==> src/rtl/cntr_nud.sv <==
// cntr_nud: parametrised up/down counter with load, enable,
// run-time wrap/saturate selection and terminal-count flags.
module cntr_nud #(
    parameter int unsigned      WIDTH   = 8,
    parameter logic [WIDTH-1:0] MAX_VAL = {WIDTH{1'b1}}
) (
    input  logic             clk,
    input  logic             reset,
    input  logic             en,
    input  logic             up_down,
    input  logic             load,
    input  logic [WIDTH-1:0] load_val,
    input  logic             sat,
    output logic [WIDTH-1:0] bin_count,
    output logic             tc,
    output logic             wrap,
    output logic             sat_hit
);

    localparam logic [WIDTH-1:0] ZERO = '0;
    localparam logic [WIDTH-1:0] ONE  = {{(WIDTH-1){1'b0}}, 1'b1};

    logic [WIDTH-1:0] cnt_nxt;
    logic             wrap_nxt;
    logic             sat_nxt;
    logic             at_top;
    logic             at_bot;

    assign at_top = (bin_count == MAX_VAL);
    assign at_bot = (bin_count == ZERO);

    // Terminal count: end value for the current direction.
    assign tc = up_down ? at_bot : at_top;

    // Next state; boundary tested before stepping so no internal overflow.
    always_comb begin
        cnt_nxt  = bin_count;
        wrap_nxt = 1'b0;
        sat_nxt  = 1'b0;
        if (load) begin
            cnt_nxt = (load_val > MAX_VAL) ? MAX_VAL : load_val;
        end else if (en) begin
            if (!up_down) begin
                if (!at_top) begin
                    cnt_nxt = bin_count + ONE;
                end else if (sat) begin
                    sat_nxt = 1'b1;
                end else begin
                    cnt_nxt  = ZERO;
                    wrap_nxt = 1'b1;
                end
            end else begin
                if (!at_bot) begin
                    cnt_nxt = bin_count - ONE;
                end else if (sat) begin
                    sat_nxt = 1'b1;
                end else begin
                    cnt_nxt  = MAX_VAL;
                    wrap_nxt = 1'b1;
                end
            end
        end
    end

    // State register with synchronous active-low reset.
    always_ff @(posedge clk) begin
        if (!reset) begin
            bin_count <= ZERO;
            wrap      <= 1'b0;
            sat_hit   <= 1'b0;
        end else begin
            bin_count <= cnt_nxt;
            wrap      <= wrap_nxt;
            sat_hit   <= sat_nxt;
        end
    end

endmodule

==> config.mk <==
export PLATFORM = sky130hd
export DESIGN_NAME = cntr_nud
export DESIGN_NICKNAME = d
export VERILOG_FILES = /design/src/rtl/cntr_nud.sv
export SDC_FILE = /design/constraint.sdc
export NUM_CORES = 1
export LEC_CHECK = 0
export ABC_AREA = 1
export CORE_MARGIN = 8
export CORE_UTILIZATION = 51
export CTS_CLUSTER_SIZE = 30
export DETAILED_ROUTE_END_ITERATION = 6
export PLACE_DENSITY = 0.87
export SETUP_SLACK_MARGIN = 0.2
export SYNTH_ARGS = -nofsm -noshare
export SYNTH_HDL_FRONTEND = slang
export SYNTH_SLANG_ARGS = --single-unit
export TNS_END_PERCENT = 5
==> constraint.sdc <==
create_clock -name clk -period 5 [get_ports clk]
set_clock_uncertainty 0.2 [all_clocks]
set_input_delay 1 -clock clk [delete_from_list [all_inputs] [get_ports clk]]
set_output_delay 1 -clock clk [all_outputs]
set_load 0.01 [all_outputs]
==> results of run 1 <==
-- layout make-up --
type | instances | share of cell area (%)
Tap cell | 25 | 2.55
Sequential cell | 10 | 16.3
Multi-Input combinational cell | 128 | 56.1
Timing Repair Buffer | 24 | 19.6
Inverter | 12 | 3.67
Clock buffer | 3 | 1.83
-- per-layer routing --
metal | vias up | track usage [%]
li1 | 559 | -
met5 | - | 0
met4 | 0 | 6.48
met1 | 519 | 21.7
met3 | 8 | 4.34
met2 | 57 | 28.5
-- state kept, by name, indices dropped and copies added (netlist names) --
name       count
bin_count      8
sat_hit        1
wrap           1
-- cell usage in the layout, fill, tap and decap left out, types with 2 or more instances in the layout --
master / synthesis / routed
nor2_4: 4 / 4
clkdlybuf4s50_1: 0 / 24
dfxtp_1: 10 / 10
o21ai_0: 7 / 7
o21ai_1: 6 / 6
clkbuf_4: 0 / 3
ha_1: 3 / 3
a21oi_1: 7 / 7
nor2_2: 3 / 3
nand4_1: 4 / 4
nand3_1: 20 / 20
nand2_1: 38 / 38
nand2_2: 2 / 2
or2_2: 5 / 5
nor2_1: 20 / 20
inv_1: 10 / 10
-- critical path, cell delays in order --
cell and delay [ns]:
clkdlybuf4s50_1 0.77, inv_1 0.18, nor2_1 0.26, nor2_4 0.05, clkdlybuf4s50_1 0.48
-- synth_stat cells, drive strengths merged --
library cell and instances:
nor2 28, nand4 5, clkinv 1, xor2 1, o21ai 13, xnor2 1, or2 5, a21oi 8
o21bai 1, buf 4, nand2 40, dfxtp 10, nand3b 1, nor4 1, nand3 21, inv 11
ha 3
-- cell families after synthesis --
kind of cell / Yosys count
compound gates: 22
xor+xnor: 2
fa+ha+maj: 3
buf+inv: 16
flops: 10
simple gates: 101
-- metrics by stage --
step	setup slack, ns	hold WS (ns)	cells	cell area [um2]	utilization, %
2_1_floorplan	2.40	0.354	154	957	-
3_3_place_gp	1.11	0.352	199	1210	69.1
3_5_place_dp	1.08	0.368	199	1210	69.1
4_1_cts	1.06	0.378	202	1230	70.4
5_1_grt	0.905	0.416	202	1230	70.4
6_report	1.06	0.386	202	1230	70.4
-- worst max path at each step --
stage	from	endpoint	depth (start not counted)
2_1_floorplan	up_down	tc	3
5_1_grt	up_down	tc	5
6_report	up_down	tc	5
4_1_cts	up_down	tc	5
3_3_place_gp	up_down	tc	5
3_5_place_dp	up_down	tc	5
-- power by group through the flow --
stage	registers (mW)	clock network (mW)	logic, mW
after CTS	0.101	0.0568	0.113
final	0.101	0.0586	0.114
after detailed placement	0.102	0	0.112
after floorplan	0.0992	0	0.0740
after global placement	0.102	0	0.109
after global routing	0.102	0.0620	0.129
==> impl_metrics.toml, run 1 <==
[outcome]
status = "complete, no violations"

[worst_setup_path]
r2r.worst_path.cells = 9
rr_startpoint = "bin_count[0]$_SDFFE_PN0P_"
crit_fanout = 12
cp_data_required_time_ns = 3.80
reg2reg_slack_ns = 3.11
crit_path_start_kind = "primary input"
reg2reg_to = "bin_count[5]$_SDFFE_PN0P_"
end_kind = "output port"
cp.arrival_ns = 2.74
path_class = "in2out"

[cts]
ctsHtreeMaxLevel = 1
clkLatencyLatePin_ns = 0.27
cts.sinks = 10
numCtsBuffers = 3
cts_setup_buffers = 0
cts_root_buf = "clkbuf_4"
ctsResizeCount = 0
cts_buffer_depth = 2
cts_tree = "done"
clk_pin_slew_ns = 0.07
cts_hold_buf = 0

[cells_and_area]
register_area_um2 = 200
nFillCells = 154
drive_above_1_share_pct = 13.0
finalNetCount = 196
insertedDiodeCount = 0
multiInputGateArea_um2 = 689
syn2layout_area_growth_pct = 28.4

[power]
pwr-share-comb_pct = 41.5
power_density_mw_per_mm2 = 223
p_leak_nw = 0.538
clockPowerShare_pct = 21.4
swShare_pct = 39.7
p_int_mw = 0.165
power_mw = 0.274
irDropWorstVdd_mv = 0.162
switchingPower_mw = 0.109
p_seq_share_pct = 37.1

[floorplan]
coreArea_mm2 = 0.00175
ioPinCount = 25
fp-row-count = 15
dieArea_mm2 = 0.00352
chipHeight_um = 59.3
start_util_pct = 54.8
die_w_um = 59.3

[yosys]
synth-xor-area-share_pct = 1.83
netlist_instances = 154
synth-seq-cells = 10
yosys.area.top_type = "dfxtp_1"
synth_nets = 171
synth_adder_area_share_pct = 3.92
synth_top_area_share_pct = 20.9
synth_area_per_cell_um2 = 6.22
netlist_area_um2 = 957
synthTopCellsByArea = "dfxtp_1 (21%), nand2_1 (15%), nand3_1 (10%)"
synth.distinct_cells = 27
yosysWarnings = 0
synth_compound_area_share_pct = 12.9
synthMuxAreaShare_pct = 0
synth-seq-area-share_pct = 20.9
synth_top_family_by_area = "simple AND/OR/NAND/NOR gates"
synthSimpleGateAreaFrac_pct = 53.3

[sta]
worstMarginPinSlew_ns = 0.483
drv_slew = 0
max_slew_margin_pct = 67.7
min_period_over_period_pct = 78.9
max_freq_mhz = 254
hold_violations = 0
finalCriticalPeriod_ns = 3.94
rsz0062_at_grt = "false"
final.setup.tns_ns = 0
finalSetupViolCount = 0

[grt]
grt_pass1_wl_um = 4980
antenna_found_initial = 0
grt.total_usage_pct = 17.6
grt_max_degree = 13
overflow = 0
first_global_vias = 1144

[placed_design]
gp_congestion = 0.977
dp_hpwl_um = 2200
port_buffers = 24

[min_path]
holdPathEnd = "bin_count[1]$_SDFFE_PN0P_"
whs_path_depth = 2
hold_class = "reg2reg"
min_from = "bin_count[1]$_SDFFE_PN0P_"

[detailed_routing]
dr_wl_met2_um = 1390
detail_route.wl_per_cell_um = 14.0
vias_per_cell = 5.66
wirelength_um = 2820
ant_nets = 0
first_pass_iters = 5
wl_met3_um = 194
vias = 1143
post-route-drc-count = 0
wl_met1_um = 1200
drt_iter0_markers = 63
top_layer = "met4"

[job]
cap_violations = 0
Note: power is estimated with default switching activity, not from simulation.
==> run 2, diff against run 1 <==
Settings changed: CORE_UTILIZATION 51 to 43, PLACE_DENSITY 0.87 to 0.79.
Clock period 5 ns to 3.5 ns, I/O delays scaled along.
==> impl_metrics.toml, run 2 (synthesized netlist as in run 1, its figures left out) <==
[min_path]
hold_class = "reg2reg"

[power]
power_density_mw_per_mm2 = 310
power_mw = 0.385
irDropWorstVdd_mv = 0.194
p_leak_nw = 0.543

[worst_setup_path]
crit_family = "buffers and inverters"
end_kind = "output port"
cpMostUsedCell = "clkdlybuf4s50_1"
worstPathCellList = "clkdlybuf4s50_1 -> buf_4 -> a21oi_4 -> nor2_4 -> clkdlybuf4s50_1"
cp.arrival_ns = 2.11
crit_path_start_kind = "primary input"
path_class = "in2out"
crit_buf_inv = 3
crit_slowest_cell = "clkdlybuf4s50_1"
cp_data_required_time_ns = 2.60
crit_fanout = 11
critPathMaxStageDelay_ns = 0.54

[cells_and_area]
final_cells = 206
drive_above_1_share_pct = 13.5
syn2layout_area_growth_pct = 29.5
largestRegisters = "bin_count (8), sat_hit (1), wrap (1)"
regMostFlops = "bin_count"
stdcell_area_mm2 = 0.00124
final_util_pct = 57.7
final_cell_mix = "nand2_1 (38), clkdlybuf4s50_1 (24), nor2_1 (20), nand3_1 (20)"
largest_register_ffs = 8
final_common_cell = "nand2_1"
finalNetCount = 197
insertedDiodeCount = 0

[detailed_routing]
vias = 1107
drt_iter0_markers = 49
wirelength_um = 2720
first_pass_iters = 4
vias_per_cell = 5.37
post-route-drc-count = 0
ant_nets = 0
detail_route.wl_per_cell_um = 13.2

[grt]
grt_pass1_wl_um = 4620
grt.total_usage_pct = 13.7
grt_max_degree = 12
use_met1_pct = 14.4
first_global_vias = 1133
top_usage_layer = "met2"
overflow = 0
antenna_found_initial = 0
grt_util_met2_pct = 24.3
met3_usage_pct = 2.30

[placed_design]
place_inst = 203
port_buffers = 24
place_ws_ns = 0.492
gp_congestion = 1.05
dp_hpwl_um = 2200
dpl_cell_area_mm2 = 0.00122

[sta]
finalSetupViolCount = 0
finalCriticalPeriod_ns = 3.01
max_freq_mhz = 332
hold_violations = 0
final.setup.tns_ns = 0
setup_slack_ns = 0.492
max_slew_margin_pct = 70.5
drv_slew = 0
worstMarginPinSlew_ns = 0.442
hold_slack_ns = 0.370
rsz0062_at_grt = "false"
min_period_over_period_pct = 85.9

[cts]
cts.sinks = 10
clk_pin_slew_ns = 0.06
cts_setup_buffers = 0
cts_root_buf = "clkbuf_4"
cts_hold_buf = 0
ctsHtreeMaxLevel = 1
cts_tree = "done"
clkLatencyLatePin_ns = 0.26
numCtsBuffers = 3
cts_buffer_depth = 2
ctsResizeCount = 0

[floorplan]
die_w_um = 63.2
chipHeight_um = 63.2
fp-row-count = 17
coreArea_mm2 = 0.00215
start_util_pct = 44.6
ioPinCount = 25
dieArea_mm2 = 0.00399

[outcome]
status = "complete, no violations"

[job]
cap_violations = 0
[run 2: cell count changes in the layout (fill, tap and decap cells not counted)]
cell | previous run | this run
buf_4 | 0 | 1
[run 2: final cells by class]
cell class	count	area (um2)
well taps	28	35.0
multi-input cells	128	689
fillers	199	908
clock buffers	3	22.5
inverters	12	45.0
flip-flops and latches	10	200
repair buffers	25	248
[run 2: worst min-delay path: stages, from the launching register on]
cell and delay [ns]:
dfxtp_1 0.37, nand2_1 0.09, a21oi_1 0.06
[run 2: report_power, final]
| group | switching (mW) | internal [mW] |
|---|---|---|
| clock network | 0.0386 | 0.0397 |
| registers | 0.0215 | 0.123 |
| logic | 0.0879 | 0.0736 |
| total | 0.148 | 0.237 |
[run 2: routing by layer]
layer  wire length, um  part of all wire (%)  vias up
met5                 0                     0        -
met4                80                   2.9        0
met3               208                   7.6        9
met2              1320                    48       57
met1              1120                    41      484
li1                  -                     -      557
[run 2: worst paths after layout]
kind,start,to,slack (ns),cells after the start
hold reg to reg,bin_count[1]$_SDFFE_PN0P_,bin_count[1]$_SDFFE_PN0P_,0.37,2
setup / recovery,up_down,tc,0.49,5
setup reg to reg,bin_count[0]$_SDFFE_PN0P_,bin_count[7]$_SDFFE_PN0P_,1.65,10
hold / removal,bin_count[1]$_SDFFE_PN0P_,bin_count[1]$_SDFFE_PN0P_,0.37,2
==> run 3, diff against run 2 <==
Settings changed: SKIP_CTS_REPAIR_TIMING from default to 1.
==> results of run 3 <==
No change in the layout: final DEF, timing and power equal those of run 2.
